[src/rtl/flit_tx_arbiter.sv]
// Round-robin, packet-granular arbiter that shares one flit transmit channel between
// NUM_REQ sources. A stall watchdog reclaims the channel from a source that goes silent.
module flit_tx_arbiter #(
    parameter int NUM_REQ     = 4,
    parameter int FLIT_WIDTH  = 64,
    parameter int STALL_LIMIT = 32
) (
    input  logic                          clk,
    input  logic                          rst,
    input  logic [NUM_REQ-1:0]            req_valid,
    input  logic [NUM_REQ*FLIT_WIDTH-1:0] req_flit,
    input  logic [NUM_REQ-1:0]            req_last,
    output logic [NUM_REQ-1:0]            req_ready,
    output logic                          out_valid,
    output logic [FLIT_WIDTH-1:0]         out_flit,
    output logic                          out_last,
    input  logic                          out_ready,
    output logic [$clog2(NUM_REQ)-1:0]    grant_id,
    output logic                          busy,
    output logic                          stall_err
);

    localparam int GID_W = $clog2(NUM_REQ);
    localparam int CNT_W = $clog2(STALL_LIMIT + 1);

    typedef enum logic {
        S_IDLE  = 1'b0,
        S_GRANT = 1'b1
    } state_t;

    state_t             state_q, state_d;
    logic [GID_W-1:0]   last_grant_q, last_grant_d;
    logic [GID_W-1:0]   grant_id_q, grant_id_d;
    logic [CNT_W-1:0]   stall_cnt_q, stall_cnt_d;
    logic               stall_err_q, stall_err_d;

    logic [GID_W-1:0]   pick;
    logic               pick_found;
    logic [GID_W-1:0]   scan_idx;
    logic [CNT_W-1:0]   stall_inc;

    logic [FLIT_WIDTH-1:0] flit_arr [NUM_REQ];
    logic                  g_valid;
    logic                  g_last;
    logic [FLIT_WIDTH-1:0] g_flit;

    for (genvar i = 0; i < NUM_REQ; i++) begin : g_unpack
        assign flit_arr[i] = req_flit[i*FLIT_WIDTH +: FLIT_WIDTH];
    end

    // Rotating priority: the source after the previous owner is scanned first.
    always_comb begin
        pick       = '0;
        pick_found = 1'b0;
        scan_idx   = '0;
        for (int k = 1; k <= NUM_REQ; k++) begin
            scan_idx = GID_W'((int'(last_grant_q) + k) % NUM_REQ);
            if (!pick_found && req_valid[scan_idx]) begin
                pick_found = 1'b1;
                pick       = scan_idx;
            end
        end
    end

    always_comb begin
        g_valid = req_valid[grant_id_q];
        g_last  = req_last[grant_id_q];
        g_flit  = flit_arr[grant_id_q];
    end

    assign stall_inc = stall_cnt_q + CNT_W'(1);

    always_comb begin
        state_d      = state_q;
        last_grant_d = last_grant_q;
        grant_id_d   = grant_id_q;
        stall_cnt_d  = stall_cnt_q;
        stall_err_d  = stall_err_q;
        req_ready    = '0;
        out_valid    = 1'b0;
        out_flit     = '0;
        out_last     = 1'b0;

        case (state_q)
            S_IDLE: begin
                stall_cnt_d = '0;
                if (pick_found) begin
                    state_d    = S_GRANT;
                    grant_id_d = pick;
                end
            end
            S_GRANT: begin
                out_valid             = g_valid;
                out_flit              = g_flit;
                out_last              = g_last;
                req_ready[grant_id_q] = out_ready;
                if (g_valid) begin
                    // Backpressure from the transmitter is not silence.
                    stall_cnt_d = '0;
                    if (out_ready && g_last) begin
                        state_d      = S_IDLE;
                        last_grant_d = grant_id_q;
                    end
                end else if (stall_inc == CNT_W'(STALL_LIMIT)) begin
                    state_d      = S_IDLE;
                    last_grant_d = grant_id_q;
                    stall_err_d  = 1'b1;
                    stall_cnt_d  = '0;
                end else begin
                    stall_cnt_d = stall_inc;
                end
            end
            default: begin
                state_d = S_IDLE;
            end
        endcase
    end

    always_ff @(posedge clk or posedge rst) begin
        if (rst) begin
            state_q      <= S_IDLE;
            last_grant_q <= GID_W'(NUM_REQ - 1);
            grant_id_q   <= '0;
            stall_cnt_q  <= '0;
            stall_err_q  <= 1'b0;
        end else begin
            state_q      <= state_d;
            last_grant_q <= last_grant_d;
            grant_id_q   <= grant_id_d;
            stall_cnt_q  <= stall_cnt_d;
            stall_err_q  <= stall_err_d;
        end
    end

    assign busy      = (state_q == S_GRANT);
    assign grant_id  = grant_id_q;
    assign stall_err = stall_err_q;

endmodule

[config.mk]
export PLATFORM = sky130hd
export DESIGN_NAME = flit_tx_arbiter
export DESIGN_NICKNAME = d
export VERILOG_FILES = /design/src/rtl/flit_tx_arbiter.sv
export SDC_FILE = /design/constraint.sdc
export NUM_CORES = 1
export LEC_CHECK = 0
export ABC_CLOCK_PERIOD_IN_PS = 3700
export CORE_AREA = 8 8 126 128
export DETAILED_ROUTE_END_ITERATION = 8
export DIE_AREA = 0 0 134 136
export PLACE_DENSITY_LB_ADDON = 0.25
export SETUP_SLACK_MARGIN = 0.2
export SYNTH_ARGS = -nofsm -noshare
export SYNTH_HDL_FRONTEND = slang
export SYNTH_SLANG_ARGS = --single-unit
[constraint.sdc]
create_clock -name clk -period 3.7 [get_ports clk]
set_input_delay 0.74 -clock clk [delete_from_list [all_inputs] [get_ports clk]]
set_output_delay 0.74 -clock clk [all_outputs]
set_load 0.02 [all_outputs]
==> metrics.txt, run 1 <==
Final Slew Violations=0; overall global routing resource usage=0.157; net load switching power=about 1.6 mW; Num CTS Buffers=3; Syn. warnings=0; fraction of the yosys area taken by sequential cells=0.114; IO Pins=roughly 340; Yosys top cell by area=sky130_fd_sc_hd__mux4_2; Die Area=18200 sq um; global-route wire length before repair=22.4 mm; clock tree buffer depth=2; ratio of cells with drive above 1 in the final layout=0.151; final setup skew=0.00231 ns; fill cell instance count of the final layout=roughly 1300; sort of element at the start of the critical path=input port; Post-Synthesis Cells=225; area of combinational cells with multiple inputs=2220 sq um; number of nets still failing antenna checks after routing=0; Placeable Area=14000 sq um; number of synthesized flops with an enable pin=0; number of DRC markers after the initial detailed-route iteration=104; residual overflow from global routing=0; DRC violations left=0; Internal Power=approximately 2.2 mW; kind of path behind the tightest hold check=flop to flop; Die H=136 um; data arrival time of the critical path=approximately 2.5 ns; antenna violations before repair=0; slew at the pin with the worst max-slew slack=0.573 ns; Fmax=305 MHz; summed instance area of the synthesized netlist=2660 sq um; r2r startpoint=grant_id[0]; proportion of synthesized flip-flops having asynchronous set or reset=1.00; Routed wire per std cell=21.3 um; share of power burned in registers=0.063; via count of the first global-routing pass=3784; switching part of the total power=0.424; clock-pin slew on the worst setup and hold paths=approximately 0.040 ns; total number of clock tree sinks=12; post-synthesis average cell area=11.8 sq um; # port buffers=340; x dimension of the die=134 um; required time at the endpoint of the critical path=between 2 and 3 ns; post-DP HPWL=approximately 13 mm; CTS H-tree lvls=1; Sequential cell area=a little over 300 sq um; cells taking the most area after synthesis=sky130_fd_sc_hd__mux4_2 (56%), sky130_fd_sc_hd__and2_1 (16%), sky130_fd_sc_hd__dfrtp_1 (9.4%), sky130_fd_sc_hd__dfstp_2 (2.0%), sky130_fd_sc_hd__clkbuf_1 (1.8%); Final Cycle Share=0.885; final worst setup slack=around 0.43 ns; Post-CTS Setup Repair Bufs=0; Row Count=44; starting utilization of the core area=0.189; Total Routed Length=15.6 mm; max-slew headroom at the worst pin=0.618; TritonCTS clock tree=yes; IR drop worst, VDD=0.390 mV; synth-to-layout area growth=138%; Clock Tree Root=sky130_fd_sc_hd__clkbuf_16; post-placement cell area=6220 sq um; Total Nets Final=818; end-of-flow core utilization=0.449; static power due to leakage=2.25 nW; placement-stage worst setup slack=0.443 ns; hold_ws=0.497 ns; unique cell type count in the Yosys netlist=33; Resized Gates After CTS=0; final antenna diode count=0; flops & latches, synth=12; summed negative setup slack over all endpoints=0 ns; total nets after synthesis=~490; final design area excluding fillers=6310 sq um; pwr/cell area=around 600 nW/um^2; hold_sp=stall_cnt_q[0]; total placed cells including tap cells=roughly 730; post-layout minimum cycle time=approximately 3.3 ns; vias per cell=4.56; cts-stage hold buffer count=0; length of the first detailed-routing pass in iterations=4; Skew-Pair Late Insertion Delay=between 0.2 and 0.25 ns; most used flip-flop cell after synthesis=sky130_fd_sc_hd__dfrtp_1; critical path class=input port to primary output; total power=3.86 mW; share of total power in the clock network=0.057; critical path capture point type=primary output; final standard cell count with taps included and fillers excluded=733; top cell type's share of synthesized area=0.560; Worst Setup SP=req_valid[3]; combinational fraction of design power=0.880; Hold Fails Final Rpt=0; maximum capacitance violations=0; final-report setup violation count=0; unrepaired setup endpoints after global routing=false; crit-path max FO=5; run status=complete, no violations; largest net degree at the start of global routing=72; total number of vias=roughly 3300; routability-driven placement congestion ratio=between 0.8 and 0.9
state kept, by name, summed over array words and instances, names as in the netlist:
name and cells:
grant_id 2, stall_err 1, last_grant_q 2, busy 1, stall_cnt_q 6
synth_stat cells (all sizes together) (2+ instances only):
cell type  instances
dfstp              2
xor2               3
o21ai              3
dfrtp             10
and3               2
nand3              4
clkbuf            13
nand2              5
nand2b             3
buf               11
a21oi              2
mux4              66
nor2              13
and2              66
nor3               3
inv                5
a21o               2
cell families after synthesis:
group                    count (synthesis)  share of synthesized area
buffers and inverters                   29                     0.0513
adder cells (fa/ha/maj)                  1                    0.00471
AND/OR/NAND/NOR                         98                      0.212
multiplexers                            68                      0.569
AO/OA/AOI/OAI                           13                     0.0353
XOR/XNOR                                 4                     0.0132
flip-flops                              12                      0.114
worst paths after layout:
| check | cells after the start | slack, ns | end |
|---|---|---|---|
| worst min-delay path | 1 | 0.50 | stall_cnt_q[0] |
| worst min register to register | 1 | 0.50 | stall_cnt_q[0] |
| worst max-delay path | 4 | 0.43 | out_valid |
| worst max register to register | 5 | 1.39 | last_grant_q[1] |
| max in group asynchronous | 2 | 2.52 | grant_id[0] |
| min in group asynchronous | 2 | 0.82 | grant_id[0] |
routing by layer:
layer,global-route usage,routed length [um]
met3,0.0676,1810
met2,0.270,7580
met1,0.174,5840
met5,0,0
met4,0.0424,376
critical path, cell delays in order:
cell and delay, ns:
sky130_fd_sc_hd__clkdlybuf4s50_1 0.49, sky130_fd_sc_hd__mux4_2 0.57, sky130_fd_sc_hd__and2_1 0.19, sky130_fd_sc_hd__clkdlybuf4s50_1 0.55
cells in the final DEF (no fill, tap or decap), types with 3 or more instances in the layout:
cell type	Yosys	layout
sky130_fd_sc_hd__clkdlybuf4s50_1	0	340
sky130_fd_sc_hd__mux4_2	66	66
sky130_fd_sc_hd__and2_1	66	66
sky130_fd_sc_hd__nor2_1	13	13
sky130_fd_sc_hd__dfrtp_1	10	7
sky130_fd_sc_hd__nand2_1	5	5
sky130_fd_sc_hd__inv_1	5	5
sky130_fd_sc_hd__nand3_1	4	4
sky130_fd_sc_hd__nand2b_1	3	3
sky130_fd_sc_hd__nor3_1	3	3
sky130_fd_sc_hd__xor2_1	3	3
sky130_fd_sc_hd__clkbuf_16	0	3
sky130_fd_sc_hd__buf_4	3	3
area by class of cell:
| cell class | instances | area share |
|---|---|---|
| Timing Repair Buffer | 344 | 0.546 |
| Sequential cell | 12 | 0.0490 |
| Inverter | 5 | 0.00297 |
| Multi-Input combinational cell | 184 | 0.351 |
| Tap cell | 184 | 0.0365 |
| Clock buffer | 4 | 0.0141 |
power groups by stage:
stage | Clock (mW) | Sequential (mW) | Combinational, mW
CTS | 0.223 | 0.248 | 3.45
global route | 0.230 | 0.256 | 3.61
finish | 0.218 | 0.245 | 3.39
detailed placement | 0 | 0.249 | 3.44
global placement | 0 | 0.248 | 3.43
floorplan | 0 | 0.218 | 2.02
Note: power is estimated with default switching activity, not from simulation.
==> run 2: changes to the inputs <==
CTS_CLUSTER_SIZE = 28   (was unset)
==> results of run 2 <==
Final layout, timing and power as in run 1 (identical DEF).
